$ cat config.mk
export PLATFORM = sky130hd
export DESIGN_NAME = word_drainer
export DESIGN_NICKNAME = d
export VERILOG_FILES = /design/src/rtl/drainer_pkg.sv /design/src/rtl/word_fifo.sv /design/src/rtl/word_drainer.sv
export SDC_FILE = /design/constraint.sdc
export NUM_CORES = 1
export LEC_CHECK = 0
export ABC_AREA = 1
export CAP_MARGIN = 20
export CORE_ASPECT_RATIO = 0.8
export CORE_MARGIN = 2
export CORE_UTILIZATION = 40
export CTS_CLUSTER_DIAMETER = 100
export DETAILED_ROUTE_END_ITERATION = 12
export PLACE_DENSITY_LB_ADDON = 0.25
export SLEW_MARGIN = 30
export SYNTH_ARGS = -nofsm -noshare
export SYNTH_HDL_FRONTEND = slang
export SYNTH_SLANG_ARGS = --single-unit
export TNS_END_PERCENT = 1
$ cat constraint.sdc
create_clock -name clk -period 3.4 [get_ports clk]
set_input_delay 0.85 -clock clk [delete_from_list [all_inputs] [get_ports clk]]
set_output_delay 0.85 -clock clk [all_outputs]
set_load 0.05 [all_outputs]
$ cat src/rtl/drainer_pkg.sv
// ============================================================================
// drainer_pkg: shared types and constants for the word-to-byte drainer.
// Rev 1.0
// ============================================================================
`default_nettype none

package drainer_pkg;

  localparam int BYTES_PER_WORD = 4;
  localparam int BYTE_BITS      = 8;

  typedef enum logic {
    IDLE = 1'b0,
    SEND = 1'b1
  } drain_state_t;

  typedef logic [BYTE_BITS-1:0] byte_t;

endpackage : drainer_pkg

`default_nettype wire

$ cat src/rtl/word_fifo.sv
// ============================================================================
// word_fifo: power-of-two word FIFO, combinational head read, wrap-bit pointers.
// Rev 1.0
// ============================================================================
`default_nettype none

module word_fifo
  import drainer_pkg::*;
#(
  parameter int WIDTH = 32,
  parameter int DEPTH = 2
) (
  input  logic             clk,
  input  logic             rst,
  input  logic             push,
  input  logic             pop,
  input  logic [WIDTH-1:0] din,
  output logic [WIDTH-1:0] dout,
  output logic             full,
  output logic             empty
);

  localparam int AW = $clog2(DEPTH);
  localparam logic [AW:0] C_PTR_ONE = (AW+1)'(1);

  logic [WIDTH-1:0] r_mem [DEPTH];
  logic [AW:0]      r_wptr;
  logic [AW:0]      r_rptr;
  logic             w_do_push;
  logic             w_do_pop;

  // Full when the pointers address the same slot but differ in the wrap bit.
  assign empty = (r_wptr == r_rptr);
  assign full  = (r_wptr[AW] != r_rptr[AW]) && (r_wptr[AW-1:0] == r_rptr[AW-1:0]);
  assign dout  = r_mem[r_rptr[AW-1:0]];

  assign w_do_push = push && !full;
  assign w_do_pop  = pop && !empty;

  always_ff @(posedge clk or posedge rst) begin
    if (rst) begin
      r_wptr <= '0;
      r_rptr <= '0;
    end else begin
      if (w_do_push) r_wptr <= r_wptr + C_PTR_ONE;
      if (w_do_pop)  r_rptr <= r_rptr + C_PTR_ONE;
    end
  end

  always_ff @(posedge clk) begin
    if (w_do_push) r_mem[r_wptr[AW-1:0]] <= din;
  end

endmodule : word_fifo

`default_nettype wire

$ cat src/rtl/word_drainer.sv
// ============================================================================
// word_drainer: buffers 32-bit words and streams them out MSB byte first.
// Rev 1.0
// ============================================================================
`default_nettype none

module word_drainer
  import drainer_pkg::*;
#(
  parameter int WORD_W = 32,
  parameter int BYTE_W = 8,
  parameter int DEPTH  = 2
) (
  input  logic              clk,
  input  logic              rst,
  input  logic [WORD_W-1:0] word_in,
  input  logic              word_valid,
  output logic              word_ready,
  output logic [BYTE_W-1:0] byte_out,
  output logic              byte_valid,
  input  logic              byte_ready,
  output logic              busy
);

  localparam int CNT_W = $clog2(BYTES_PER_WORD);
  localparam logic [CNT_W-1:0] C_CNT_LAST = CNT_W'(BYTES_PER_WORD - 1);
  localparam logic [CNT_W-1:0] C_CNT_ONE  = CNT_W'(1);

  drain_state_t      r_state;
  drain_state_t      w_state_nxt;
  logic [WORD_W-1:0] r_shreg;
  logic [WORD_W-1:0] w_shreg_nxt;
  logic [CNT_W-1:0]  r_cnt;
  logic [CNT_W-1:0]  w_cnt_nxt;
  logic              r_byte_valid;
  logic              w_byte_valid_nxt;

  logic              w_push;
  logic              w_pop;
  logic              w_full;
  logic              w_empty;
  logic [WORD_W-1:0] w_head;

  assign w_push = word_valid && !w_full;

  word_fifo #(
    .WIDTH (WORD_W),
    .DEPTH (DEPTH)
  ) u_fifo (
    .clk   (clk),
    .rst   (rst),
    .push  (w_push),
    .pop   (w_pop),
    .din   (word_in),
    .dout  (w_head),
    .full  (w_full),
    .empty (w_empty)
  );

  always_ff @(posedge clk or posedge rst) begin
    if (rst) begin
      r_state      <= IDLE;
      r_shreg      <= '0;
      r_cnt        <= '0;
      r_byte_valid <= 1'b0;
    end else begin
      r_state      <= w_state_nxt;
      r_shreg      <= w_shreg_nxt;
      r_cnt        <= w_cnt_nxt;
      r_byte_valid <= w_byte_valid_nxt;
    end
  end

  always_comb begin
    w_state_nxt      = r_state;
    w_shreg_nxt      = r_shreg;
    w_cnt_nxt        = r_cnt;
    w_byte_valid_nxt = r_byte_valid;
    w_pop            = 1'b0;
    case (r_state)
      IDLE: begin
        if (!w_empty) begin
          w_shreg_nxt      = w_head;
          w_pop            = 1'b1;
          w_cnt_nxt        = '0;
          w_byte_valid_nxt = 1'b1;
          w_state_nxt      = SEND;
        end
      end
      SEND: begin
        if (r_byte_valid && byte_ready) begin
          if (r_cnt != C_CNT_LAST) begin
            w_shreg_nxt = r_shreg << BYTE_W;
            w_cnt_nxt   = r_cnt + C_CNT_ONE;
          end else if (!w_empty) begin
            // Reload straight from the FIFO so consecutive words leave no gap.
            w_shreg_nxt = w_head;
            w_pop       = 1'b1;
            w_cnt_nxt   = '0;
          end else begin
            w_byte_valid_nxt = 1'b0;
            w_state_nxt      = IDLE;
          end
        end
      end
      default: begin
        w_state_nxt      = IDLE;
        w_byte_valid_nxt = 1'b0;
      end
    endcase
  end

  assign word_ready = !w_full;
  assign byte_out   = r_shreg[WORD_W-1 -: BYTE_W];
  assign byte_valid = r_byte_valid;
  assign busy       = (r_state == SEND) || !w_empty;

endmodule : word_drainer

`default_nettype wire
==> results of run 1 <==
==> sequential cells by signal, indices dropped and copies added (netlist names) <==
name,cells
r_shreg,32
r_cnt,2
r_state,1
byte_valid,1
u_fifo.r_mem,64
u_fifo.r_rptr,2
u_fifo.r_wptr,2
==> worst max-delay path by stage <==
stage,from,endpoint,slack (ps),cells after the start
floorplan,u_fifo.r_rptr[0]$_DFFE_PP0P_,u_fifo.r_mem[1][0]$_DFFE_PP_,330,6
global placement,byte_ready,u_fifo.r_rptr[1]$_DFFE_PP0P_,800,8
detailed placement,byte_ready,u_fifo.r_rptr[1]$_DFFE_PP0P_,800,8
CTS,byte_valid$_DFFE_PP0P_,byte_valid,1000,1
global route,u_fifo.r_rptr[0]$_DFFE_PP0P_,busy,930,7
finish,byte_valid$_DFFE_PP0P_,byte_valid,1010,1
==> layout by cell type (no fill, tap or decap), types with 3 or more instances in the layout <==
cell and instances:
clkdlybuf4s50_1 44, a21oi_1 13, o21ai_0 13, inv_1 19, o21ai_1 9, dfrtp_1 40, clkbuf_16 9, nor2_1 24
nor2_2 3, buf_4 7, nand3_1 38, nand2_1 122, edfxtp_1 64, nand2_2 5, mux2i_1 8
==> cell families after synthesis <==
family / count (synthesis) / share of synthesized area [%]
flip-flops: 104 / 68.3
multiplexers: 8 / 1.87
XOR/XNOR: 3 / 0.614
AND/OR/NAND/NOR: 195 / 18.9
AO/OA/AOI/OAI: 35 / 4.09
buffers and inverters: 47 / 5.93
adder cells (fa/ha/maj): 1 / 0.292
==> stage by stage <==
stage	utilization [%]	power (mW)	area, sq um	hold WS [ps]	std cells
finish	49.7	4.55	5130	484	576
global route	49.7	4.86	5130	507	576
CTS	49.7	4.60	5130	487	576
detailed placement	46.7	3.56	4820	470	560
global placement	46.7	3.55	4820	459	560
floorplan	-	3.17	4280	446	393
==> power breakdown <==
part	total, mW	leakage [nW]	internal, mW	switching (mW)
Sequential	1.92	1.10	1.76	0.158
Combinational	1.60	0.910	0.513	1.09
Clock	1.03	0.153	0.593	0.436
Total	4.55	2.16	2.87	1.68
==> final cells by class <==
class                   instances  area, sq um
clock buffers                  10          239
repair buffers                 53          533
multi-input cells             242         1110
clock inverters                 6         66.3
inverters                      21         83.8
well taps                     140          175
fillers                       949         5190
flip-flops and latches        104         2920
==> layer usage <==
| layer | wire (um) | up-vias |
|---|---|---|
| met5 | 0 | - |
| met1 | 3710 | 1256 |
| met3 | 385 | 8 |
| li1 | - | 1374 |
| met2 | 3530 | 61 |
| met4 | 123 | 0 |
==> impl_summary.md, run 1 <==
Outcome
The run finished with clean final reports.

Worst setup path
The library cell contributing the largest single delay on the critical path is clkdlybuf4s50_1. For this run, the slowest stage of the critical path takes 810 ps. STA classifies the critical path startpoint as a flip-flop.

The setup slack of the worst register-to-register path is 1430 ps. The critical path goes through clkdlybuf4s50_1. For the worst flop-to-flop path, the logic depth is 7. Along the worst path, the maximum fanout reaches 4.

Data on the critical path arrives at its endpoint at 1540 ps. The worst path required time is 2550 ps. The source of the worst register-to-register timing path is r_cnt[0]$_DFFE_PP0P_. The worst path buffer plus inverter count is 1. The setup path with the least slack is of type flip-flop to primary output. The family with the most delay on the worst path is buffers and inverters. The worst setup path is captured at a primary output.

The endpoint identified for the worst register-to-register timing path is r_shreg[5]$_DFFE_PP0P_.

Global route
The wire length of the first global-routing pass is 12800 um. The layer carrying the most global-route usage is met2. The total routing usage reported by global routing is 14.6%. The number of antenna violations at the first check in global routing is 0.

Global routing used 23.2% of the available met2 tracks. The met1 routing resource usage after global routing is 19.6%. The met3 layer usage reported by global route is 3.87%. The number of global-route vias before repair is 2563. The remaining global-route overflow is 0. Entering global routing, the biggest net connects 45 pins.

Floorplan
The full die area is 0.0116 sq mm. The height of the die is 96.5 um. The boundary pin count is 47.

In this run the standard cell core region covers 0.0103 sq mm. The die boundary width is 120 um. The effective utilization at floorplan is 41.5%. The floorplan has 33 rows.

Cells and area
The number of nets in the finished design is 468. The post-synthesis to final-layout area growth is 19.8%. 0 antenna diodes ended up in the layout. The share of layout cells above drive strength 1 is 8.49%.

Synth
The mean area per synthesized cell is 10.9 sq um. Summed over all instances, the cell type with the most area after synthesis is edfxtp_1. Ranked by instance count, the synthesized netlist is headed by 122 x nand2_1, 64 x edfxtp_1, 40 x dfrtp_1. In this run, synthesis produced a sequential element count of 104. The area share of the largest cell type after synthesis is 44.9%. nand2_1 is the most common cell in the netlist. The most used flip-flop cell after synthesis is edfxtp_1. The number of flops mapped to enable cells by yosys is 64. The portion of the post-synthesis area used by sequential elements is 68.3%. The post-synth net total is 430.

The synthesis warning total is 0. Synthesis produced a netlist whose cell count is 393. The share of async-settable or async-resettable flops after synthesis is 38.5%. The number of distinct library cell variants in the gate-level netlist after synthesis is 24. After synthesis, the cell types taking the most area are edfxtp_1 45%, dfrtp_1 23%, nand2_1 11%. The cell area after synthesis is 0.00428 sq mm.

Pwr
In this run the static leakage power is 2.16 nW. IR analysis of the VDD net gives a maximum drop of 0.337 mV. Power spread over the standard cell area amounts to 886 mW/mm^2.

Clocking
The number of gates resized after CTS was 0. The clock latency on the worst-skew pair is 340 ps. Clock tree synthesis found a total of 104 sinks. The CTS buffer count is 9. Once the clock tree was built, the setup fixing pass inserted 0 buffers.

The buffer levels on the longest clock path is 2. The cell sitting at the root of the clock tree is a clkbuf_16. Clock-pin slew was measured on the worst setup and hold paths at 70 ps.

The number of buffers added to fix hold violations after cts is 0. The TritonCTS clock tree is done. The H-tree generated during clock tree synthesis spans 3 levels.

Timing
The max-slew violation count is 0. The highest clock rate is 419 MHz. The post-route minimum period is 2390 ps. The number of hold violations in the final report is 0. The post-route clock period utilization is 70.2%.

Setup violations remaining at the end of the flow were counted as 0. In this run the tightest slew margin relative to its limit is 58.4%. For the pin with the worst max-slew slack, the measured transition is 624 ps. For the final database, setup skew stands at 6.78 ps. Setup repair after global routing left no endpoint under its margin. In the final timing run, aggregate negative setup slack is 0 ps. In the post-route analysis, the smallest setup slack over all paths is 1010 ps.

Routing
The post-detailed-route DRC marker count is 0. The first-pass iteration count of the detailed router is 4. The overall routed net length is 7740 um. The number of vias per cell is 4.69.

The via count is 2699. The first routing iteration left 162 violations. Once detail routing completed, the nets flagged for antenna violations numbered 0. The final routed wire length divided by cell count is 13.4 um.

Worst hold path
The worst hold path belongs to the class flip-flop to flip-flop. The worst min-delay path startpoint is r_shreg[8]$_DFFE_PP0P_. The worst hold path was traced through 2 stages. The worst hold path terminates at r_shreg[8]$_DFFE_PP0P_.

Flow run
Max-cap violations in this run came to 0.

Placed design
Before CTS, the worst setup slack after placement is 800 ps. The count of port buffers added during placement is 46. Routability-driven placement finished with a final weighted congestion of 0.778.

Once detailed placement completed, the half-perimeter wirelength came to 5080 um.
(Power assumes the default switching activity.)
==> run 2, diff against run 1 <==
clock period = 2.1 ns   (was 3.4 ns; I/O delays follow)
==> impl_summary.md, run 2 (synthesis gave the netlist of run 1 again) <==
Outcome
The flow ran to the end, and the final reports show no timing, DRC or antenna violations.

Pwr
The peak supply drop came to 0.593 mV (+76%). The leakage power summed over all cells is 2.24 nW (+3.7%). The internal cell power is 4.90 mW (+71%). The power density over cell area is 1460 mW/mm^2 (+65%). The clock share of power came to 23.2% (+0.6 points). The switching part of the total was 36.5% (-0.48 points). The switching power is 2.82 mW (+68%).

The fraction of power consumed by combinational cells is 36.4% (+1.2 points). The portion of total power attributed to sequential cells came to 40.4% (-1.8 points).

Worst setup path
The category of the most critical setup path is flip-flop to primary output. Traced cell by cell, the critical path runs through clkdlybuf4s50_1. The highest fanout seen on the critical path is 2 (-2). The library cell contributing the largest single delay on the critical path is clkdlybuf4s50_1. The worst endpoint data arrival time is 1520 ps (-20 ps). STA classifies the critical path endpoint as a primary output. STA classifies the critical path startpoint as a flip-flop. The maximum cell stage delay along the critical path is 810 ps (about the same).

The worst path buffer plus inverter count came to 1 (unchanged). The family with the most delay on the worst path is buffers and inverters. The worst path required time is 1570 ps (-980 ps).

Timing
The number of hold violations in the final report is 0 (unchanged). Static timing analysis puts the maximum clock frequency at 489 MHz. The worst clock skew is 6.69 ps (-0.0910 ps). The total setup violations reported at the end of the flow is 0 (unchanged).

The smallest setup slack after layout was 54.3 ps (-960 ps). The max-slew violation count was 0 (unchanged). The actual transition at the worst max-transition pin is 516 ps (-108 ps). The post-route minimum period is 2050 ps. The remaining max-slew budget at the tightest pin was 65.6% (+7.3 points). The accumulated negative setup slack came to 0 ps (unchanged). Setup repair after global routing left no endpoint under its margin.

The final critical path takes up 97.4% of the cycle.

Routing
The initial DRC count came to 188 (+16%). The number of routed nets with antenna violations is 0 (unchanged). The number of vias per cell is 4.71 (+0.52%). The post-detailed-route DRC marker count is 0 (unchanged). The via count is 2760 (+2.3%).

The final routed wire length divided by cell count was 13.5 um (+0.54%). The first-pass iteration count of the detailed router is 4 (unchanged). The overall routed net length is 7920 um (+2.3%).

Global route
The total routing usage reported by global routing is 15.4% (+0.79 points). The remaining global-route overflow is 0 (unchanged). The largest net degree at the start of global routing was 41 (-8.9%).

The wire length of the first global-routing pass is 13400 um (+5.0%). The number of global-route vias before repair was 2712 (+5.8%). The number of antenna violations at the first check in global routing is 0 (unchanged).

Floorplan
The height of the die is 96.5 um (unchanged). The core box area is 0.0103 sq mm (unchanged). The number of standard-cell rows in the floorplan is 33 (unchanged). The effective utilization at floorplan is 41.5% (unchanged).

The full die area is 0.0116 sq mm (unchanged). The boundary pin count came to 47 (unchanged). The die boundary width came to 120 um (unchanged).

Clocking
The number of sinks handled by clock tree synthesis is 104 (unchanged). The clock latency on the worst-skew pair was 350 ps (about the same). The depth of the CTS H-tree was 3 (unchanged). The CTS buffer count is 9 (unchanged).

The TritonCTS clock tree is done. The tree is rooted in a clkbuf_16. The clock-pin slew on the worst setup and hold paths is 70 ps (about the same). The buffer levels on the longest clock path is 2 (unchanged).

The number of buffers added to fix hold violations after cts is 0 (unchanged).

Cells and area
The number of nets in the finished design is 478 (+2.1%). The filler cell count in the final layout is 920 (-3.1%). The number of inserted diodes is 0 (unchanged). The share of layout cells above drive strength 1 was 11.2% (+2.7 points). The library cell used most frequently in the layout, excluding fill and tap cells, is nand2_1. The top cell types in the final layout, fill and taps aside, are 122 x nand2_1, 64 x edfxtp_1, 42 x clkdlybuf4s50_1.

The final core utilization is 51.3% (+1.6 points). The post-route non-filler standard cell count is 586 (+1.7%). The post-synthesis to final-layout area growth is 23.6%.

The flip-flop count of the largest register after layout is 64 (unchanged). The area of all placed cells without fillers is 0.00529 sq mm (+3.2%).

Placed design
The final weighted congestion of routability-driven global placement is 0.778 (unchanged). The placed wire-length estimate is 5390 um (+6.0%). The placement-stage worst setup slack is 204 ps (-596 ps). The placed instance count is 567 (+1.3%). The cell area after placement is 0.00494 sq mm (+2.3%). The count of port buffers added during placement was 46 (unchanged).

Flow run
The max-cap check violation count is 0 (unchanged).

Worst hold path
The tightest min-delay check is of the flip-flop to flip-flop type.
==> run 2: metal layers <==
metal	global-route usage [%]	vias up	wire, um
met5	0	-	0
met1	20.6	1296	3820
met4	6.96	0	174
li1	-	1394	-
met2	23.8	57	3540
met3	4.46	13	384
==> run 2: path summary, 6_finish.rpt <==
kind                       slack (ps)  cells after the start                    startpoint                       endpoint
min reg2reg                       490                      2          r_cnt[1]$_DFFE_PP0P_           r_cnt[1]$_DFFE_PP0P_
max reg2reg                       460                      7  u_fifo.r_wptr[0]$_DFFE_PP0P_  u_fifo.r_mem[1][19]$_DFFE_PP_
max in group asynchronous        1110                      3                           rst   u_fifo.r_wptr[0]$_DFFE_PP0P_
min in group asynchronous         600                      3                           rst         byte_valid$_DFFE_PP0P_
min                               490                      2          r_cnt[1]$_DFFE_PP0P_           r_cnt[1]$_DFFE_PP0P_
max                                50                      1       r_shreg[31]$_DFFE_PP0P_                    byte_out[7]
==> run 2: power groups by stage <==
stage / Clock [mW] / Combinational, mW / Sequential, mW
2_1_floorplan: 0 / 2.07 / 3.10
3_3_place_gp: 0 / 2.75 / 3.13
3_5_place_dp: 0 / 2.79 / 3.15
4_1_cts: 1.82 / 2.80 / 3.11
5_1_grt: 1.92 / 3.14 / 3.19
6_report: 1.79 / 2.81 / 3.12
==> run 2: repair_timing <==
action                     4_1_cts  5_1_grt
hold endpoints to repair         0        0
buffers inserted                 0        3
resized for setup                0        7
setup endpoints to repair        0        3
==> run 2: cell type report <==
| class | instances | area [sq um] | share of cell area (%) |
|---|---|---|---|
| inverter | 21 | 88.8 | 1.68 |
| multi-input combinational | 242 | 1130 | 21.4 |
| clock inverter | 6 | 92.6 | 1.75 |
| timing repair buffer | 63 | 651 | 12.3 |
| tap | 140 | 175 | 3.31 |
| clock buffer | 10 | 229 | 4.33 |
| sequential | 104 | 2930 | 55.3 |
==> run 2: tightest hold or removal path, stage by stage, from the launching register on <==
cell	delay, ps
dfrtp_1	350
nand2_1	50
nand2_1	50
==> run 2: metrics by stage <==
stage	total power [mW]	hold slack (ps)
final	7.72	486
after global placement	5.89	460
after floorplan	5.18	446
after detailed placement	5.94	471
after global routing	8.25	503
after CTS	7.74	486
